--- src/rtl/cpu_pkg.sv ---
// Shared CPU definitions: datapath widths, opcode field position, opcode map and NOP.
package cpu_pkg;

  localparam int ADDR_W_DEF  = 8;
  localparam int INSTR_W_DEF = 16;

  localparam int OPC_MSB = INSTR_W_DEF - 1;
  localparam int OPC_LSB = INSTR_W_DEF - 4;

  typedef enum logic [3:0] {
    OP_NOP   = 4'b0000,
    OP_ADD   = 4'b0001,
    OP_SUB   = 4'b0010,
    OP_AND   = 4'b0011,
    OP_LOAD  = 4'b0100,
    OP_STORE = 4'b0101,
    OP_JUMP  = 4'b1000,
    OP_HALT  = 4'b1111
  } opcode_e;

  localparam logic [INSTR_W_DEF-1:0] NOP = {OP_NOP, {(INSTR_W_DEF-4){1'b0}}};

  function automatic opcode_e opcode_of(input logic [INSTR_W_DEF-1:0] instr);
    return opcode_e'(instr[OPC_MSB:OPC_LSB]);
  endfunction

endpackage

--- src/rtl/pc_gen.sv ---
// Program counter: reset > jump > hold on stall > +1 with natural wrap at 2^ADDR_W.
// Output forced to RESET_PC combinationally while rst is high so the fetch address is clean.
module pc_gen
  import cpu_pkg::*;
#(
  parameter int          ADDR_W   = ADDR_W_DEF,
  parameter int unsigned RESET_PC = 0
) (
  input  logic              clk,
  input  logic              rst,
  input  logic              stall,
  input  logic              jump_en,
  input  logic [ADDR_W-1:0] jump_target,
  output logic [ADDR_W-1:0] pc
);

  localparam logic [ADDR_W-1:0] RST_PC = ADDR_W'(RESET_PC);

  logic [ADDR_W-1:0] r_pc;
  logic [ADDR_W-1:0] w_pc_nxt;

  always_comb begin
    w_pc_nxt = r_pc;
    if (rst)
      w_pc_nxt = RST_PC;
    else if (jump_en)
      w_pc_nxt = jump_target;
    else if (!stall)
      w_pc_nxt = r_pc + 1'b1;
  end

  always_ff @(posedge clk) begin
    r_pc <= w_pc_nxt;
  end

  assign pc = rst ? RST_PC : r_pc;

endmodule

--- src/rtl/inst_fetch.sv ---
// Fetch stage + IF/ID register: 2-cycle reset-to-instruction latency, one instruction per cycle.
// Stall freezes pc/fetch slot/IF/ID without issuing a read; jump wins over stall and flushes two slots.
module inst_fetch
  import cpu_pkg::*;
#(
  parameter int          ADDR_W   = ADDR_W_DEF,
  parameter int          INSTR_W  = INSTR_W_DEF,
  parameter int unsigned RESET_PC = 0
) (
  input  logic               clk,
  input  logic               rst,
  input  logic               stall,
  input  logic               jump_en,
  input  logic [ADDR_W-1:0]  jump_target,
  output logic [ADDR_W-1:0]  imem_addr,
  output logic               imem_en,
  input  logic [INSTR_W-1:0] imem_rdata,
  output logic [INSTR_W-1:0] if_id_instr,
  output logic [ADDR_W-1:0]  if_id_pc,
  output logic               if_id_valid
);

  logic [ADDR_W-1:0]  w_pc;
  logic [INSTR_W-1:0] w_f_instr;

  logic               r_rd_live;
  logic [INSTR_W-1:0] r_hold_instr;
  logic [ADDR_W-1:0]  r_f_pc;
  logic               r_f_valid;
  logic [INSTR_W-1:0] r_id_instr;
  logic [ADDR_W-1:0]  r_id_pc;
  logic               r_id_valid;

  pc_gen #(
    .ADDR_W   (ADDR_W),
    .RESET_PC (RESET_PC)
  ) u_pc_gen (
    .clk         (clk),
    .rst         (rst),
    .stall       (stall),
    .jump_en     (jump_en),
    .jump_target (jump_target),
    .pc          (w_pc)
  );

  assign imem_addr = w_pc;
  assign imem_en   = !rst && (!stall || jump_en);

  // Memory data is only valid the cycle after a read; afterwards the hold copy stands in.
  assign w_f_instr = r_rd_live ? imem_rdata : r_hold_instr;

  always_ff @(posedge clk) begin
    if (rst) begin
      r_rd_live    <= 1'b0;
      r_hold_instr <= '0;
      r_f_pc       <= '0;
      r_f_valid    <= 1'b0;
      r_id_instr   <= '0;
      r_id_pc      <= '0;
      r_id_valid   <= 1'b0;
    end else begin
      r_rd_live <= imem_en;
      if (r_rd_live)
        r_hold_instr <= imem_rdata;
      if (jump_en) begin
        r_f_valid  <= 1'b0;
        r_id_valid <= 1'b0;
      end else if (!stall) begin
        r_id_instr <= w_f_instr;
        r_id_pc    <= r_f_pc;
        r_id_valid <= r_f_valid;
        r_f_pc     <= w_pc;
        r_f_valid  <= 1'b1;
      end
    end
  end

  assign if_id_instr = r_id_instr;
  assign if_id_pc    = r_id_pc;
  assign if_id_valid = r_id_valid;

endmodule

--- config.mk ---
export PLATFORM = sky130hd
export DESIGN_NAME = inst_fetch
export DESIGN_NICKNAME = d
export VERILOG_FILES = /design/src/rtl/cpu_pkg.sv /design/src/rtl/pc_gen.sv /design/src/rtl/inst_fetch.sv
export SDC_FILE = /design/constraint.sdc
export NUM_CORES = 1
export LEC_CHECK = 0
export ABC_AREA = 1
export BUFFER_PORTS_ARGS = -buffer_cell sky130_fd_sc_hd__buf_2
export CAP_MARGIN = 25
export CORE_ASPECT_RATIO = 1.75
export CORE_UTILIZATION = 40
export CTS_CLUSTER_SIZE = 30
export DETAILED_ROUTE_END_ITERATION = 8
export HOLD_SLACK_MARGIN = 0.03
export PLACE_DENSITY_LB_ADDON = 0.25
export SLEW_MARGIN = 20
export SYNTH_ARGS = -nofsm -noshare
export SYNTH_HDL_FRONTEND = slang
export SYNTH_SLANG_ARGS = --single-unit
export TNS_END_PERCENT = 10
--- constraint.sdc ---
create_clock -name clk -period 2 [get_ports clk]
set_input_delay 0.3 -clock clk [delete_from_list [all_inputs] [get_ports clk]]
set_output_delay 0.3 -clock clk [all_outputs]
set_load 0.02 [all_outputs]
== After elaboration in Yosys (flattened, before gate mapping) ==
Index checks and enable logic that the tools add are counted.
W data, S select, Z words.
Storage, ports and cells
  bits of input ports: 28
  word-level logic and storage cells: 22
  flip-flop bits (word level): 59
  output and inout bits: 34
Cells by class
  multiplexer cells: 4
  bitwise logic cells: 2
  add/subtract/negate cells: 1
  reductions and logical operators: 6
  equality and inequality tests: 1
Operator list (count)
  $mux W8: 3
  $mux W16: 1
  $add A8 B1 Y8 const B: 1
  $logic_not A1 Y1: 2
  $ne A2 B1 Y1 const B: 1
  $not A1 Y1: 2
  $reduce_and A2 Y1: 1
  $reduce_or A2 Y1: 1
  $logic_and A1 B1 Y1: 1
  $logic_or A1 B1 Y1: 1

== Longest topological paths before layout ==
  word-level depth: 3
  mapped depth: 9

== Hierarchy ==
A second synthesis with hierarchy kept.
Second synthesis, totals
  cell total of the unflattened synthesis: 360
  area, all modules: 2566.2 sq um
Modules (own cells, without submodules)
  inst_fetch: cells an instance 272, area each 2005.7 sq um, times used 1, seq. area each 1021.0 sq um
  pc_gen: cells an instance 88, area each 560.5 sq um, times used 1, seq. area each 160.2 sq um

== Least setup slack after synthesis ==
Ideal clock, no wire load.
  path kind: input -> output
  from: input jump_en
  to: output imem_en
  data required time: 1.700 ns
  path slack: 0.731 ns
  buffers on the path: 1
  arrival: 0.969 ns
  stages on the path: 5
  cells stage by stage: buf_6 > inv_4 > nand2_1 > inv_1 > nor2_1
On the way
  longest elaborated chain between the ends: 2
RTL lines
  start: declaration: RTL line inst_fetch.sv:13  | input logic jump_en,
  $logic_or A1 B1 Y1: RTL line inst_fetch.sv:47  | assign imem_en = !rst && (!stall || jump_en);
  $logic_and A1 B1 Y1: RTL line inst_fetch.sv:47
  end: declaration: RTL line inst_fetch.sv:16  | output logic imem_en,
Every way passes these cells.

== Worst setup path after layout ==
Ends and elaborated chain as after synthesis.

==> metrics.txt <==
Die W=60.5 microns; DR DRC count=0; vias in the first global route=1796; initial antenna violation count=0; XOR/XNOR share of the synthesized area=0%; CTS Buffer Depth=2; register bit total from synthesis=59; CTS tree=done; Vias=2020; hold buffers post-CTS=0; Post-synth ARST share=0%; die span in y=104 microns; largest family of logic cells by synthesized area=simple AND/OR/NAND/NOR gates; clock transition at the registers of the reported paths=70 ps; simple logic cell fraction of the synthesized area=18.5%; cells after synthesis=281; final setup vio count=0; Root Driver=clkbuf_8; GP Congestion=0.845; post-CTS setup buffer count=0; synth warn=0; Critical Path RT=1700 ps; Final WS setup=520 ps; clk_lat worst skew=340 ps; Core Region=5830 sq um; CTS Buf Count=9; largest net degree at the start of global routing=58; Place WS=479 ps; Final Non-Filler Cells=422; Layout Utilization=49.3%; Sink Count=59; First-pass DRT Iterations=4; H-tree lvl count=3; Max Clock Freq=676 MHz; sequential share of the synthesized area=49.2%; post-placement cell count=406; critical path endpoint category=output pin; Antenna Nets Post-Route=0; Synth Cell Area=2400 sq um; min Tclk post-route=1480 ps; port buffer count=61; I/O pins=62; mux contribution to synthesized area=6.68%; Slew @ Worst Pin=674 ps; Fillers=616; crit path DAT=1180 ps; gr usage total=18.0%; Slew Viols, Final=0; PwrDens=884 nW/um^2; first-pass GRT wire length=8340 microns; unique cell type count in the Yosys netlist=26; Hold Violations, Final=0; class of the worst hold path=input pin to register; Worst setup SP type=input pin; fraction of final layout cells sized beyond drive strength 1=30.5%; Final Cycle Share=74.0%; synth-to-layout area growth=19.8%; outcome=completed; CTS-repair resized insts=0; final wirelength=5190 microns; Syn Nets=310; static leakage=1.34 nW; crit-path max FO=10; max-cap violation count=0; Initial Utilization=41.1%; DR iter-0 viols=60; post-synthesis adder-cell area fraction=0.522%; vias per cell=4.79; Post-synth EDFFs=0; worst vdd ir=0.380 mV; post-detail-place hpwl=3450 microns; Post-Route Setup TNS=0 ps; Main synth FF type=dfxtp_1; GRT Residual Overflow=0; syn_area_per_cell=8.54 sq um; Final nets=368; critical path type=input pin to output pin; Std-Cell Rows=37; RSZ-0062 raised after global routing=false; Diodes inserted=0; clk_skew=7.98 ps; wire per inst=12.3 microns; compound-gate portion of the synthesized area=15.8%; die area=6320 sq um; Slew headroom=55.0%
per-layer routing:
metal	track usage, %	up-vias	part of all wire (%)
li1	-	1024	-
met1	21.5	931	42
met4	10.7	0	2.4
met3	5.60	11	4.5
met2	27.4	54	51
met5	0	-	0
where the power goes:
part           switching, mW  internal, mW  total [mW]  leakage [nW]
registers             0.0374          1.25        1.29         0.486
clock network          0.477         0.445       0.923        0.0705
logic                  0.209         0.124       0.333         0.780
total                  0.723          1.82        2.54          1.34
layout by cell type (no fill, tap or decap):
cell type	count
ha_1	1
a31oi_1	1
buf_12	1
nand4_1	1
o21ai_0	23
nand2_4	1
nand3_1	7
inv_4	1
nand3b_1	3
a21oi_2	10
o21ai_2	10
mux2i_1	16
clkinvlp_4	5
nor2_4	1
inv_1	18
o211ai_1	2
inv_2	2
buf_4	3
clkbuf_1	1
nor3_1	4
clkinv_2	1
nor2_1	58
dfxtp_1	59
nand2_1	32
clkbuf_8	9
a21oi_1	12
buf_2	61
o21bai_1	1
flip-flops by register name, indices dropped and copies added, names as in the netlist:
name,count
r_f_pc,8
r_f_valid,1
if_id_valid,1
if_id_instr,16
r_hold_instr,16
u_pc_gen.r_pc,8
if_id_pc,8
r_rd_live,1
worst max-delay path, cell delays in order:
cell and delay [ps]:
buf_2 220, inv_4 60, nand2_1 190, inv_1 120, nor2_1 110, buf_2 170
final timing paths:
| check | from | end | slack (ps) | cells after the start |
|---|---|---|---|---|
| setup / recovery | jump_en | imem_en | 520 | 6 |
| hold / removal | imem_rdata[10] | r_hold_instr[10] | 220 | 3 |
| setup reg to reg | u_pc_gen.r_pc[3] | u_pc_gen.r_pc[7] | 680 | 7 |
| hold reg to reg | if_id_valid | if_id_valid | 460 | 2 |
synth_stat cells, types with 2 or more instances:
master | instances | share of area (%)
a21oi_1 | 12 | 2.5
a21oi_2 | 10 | 3.7
buf_2 | 4 | 0.83
buf_4 | 3 | 0.94
buf_6 | 7 | 3.3
clkbuf_1 | 3 | 0.47
dfxtp_1 | 59 | 49
inv_1 | 18 | 2.8
inv_2 | 2 | 0.31
mux2i_1 | 16 | 6.7
nand2_1 | 32 | 5.0
nand3_1 | 7 | 1.5
nand3b_1 | 3 | 0.94
nor2_1 | 58 | 9.1
nor3_1 | 4 | 0.83
o211ai_1 | 2 | 0.63
o21ai_0 | 23 | 4.8
o21ai_2 | 10 | 3.7
stage by stage:
step | hold WS [ps] | power (mW) | cell area (sq um)
floorplan | 436 | 1.55 | 2400
global placement | 442 | 1.64 | 2700
detailed placement | 452 | 1.65 | 2700
CTS | 210 | 2.58 | 2870
global route | 216 | 2.68 | 2870
finish | 220 | 2.54 | 2870
layout make-up:
class / instances / area (sq um) / share of cell area [%]
Clock buffer: 10 / 128 / 4.44
Clock inverter: 6 / 42.5 / 1.48
Inverter: 21 / 81.3 / 2.83
Multi-Input combinational cell: 183 / 996 / 34.7
Sequential cell: 59 / 1180 / 41.1
Tap cell: 78 / 97.6 / 3.40
Timing Repair Buffer: 65 / 348 / 12.1
cell families (layout without fill, tap and decap cells):
| logic type | after synthesis | in the layout |
|---|---|---|
| DFF | 59 | 59 |
| and+or+nand+nor | 107 | 107 |
| muxes | 16 | 16 |
| adders and majority gates | 1 | 1 |
| AOI/OAI and AO/OA | 59 | 59 |
| buffers and inverters | 39 | 102 |
Power figures use the tool's default switching activity.
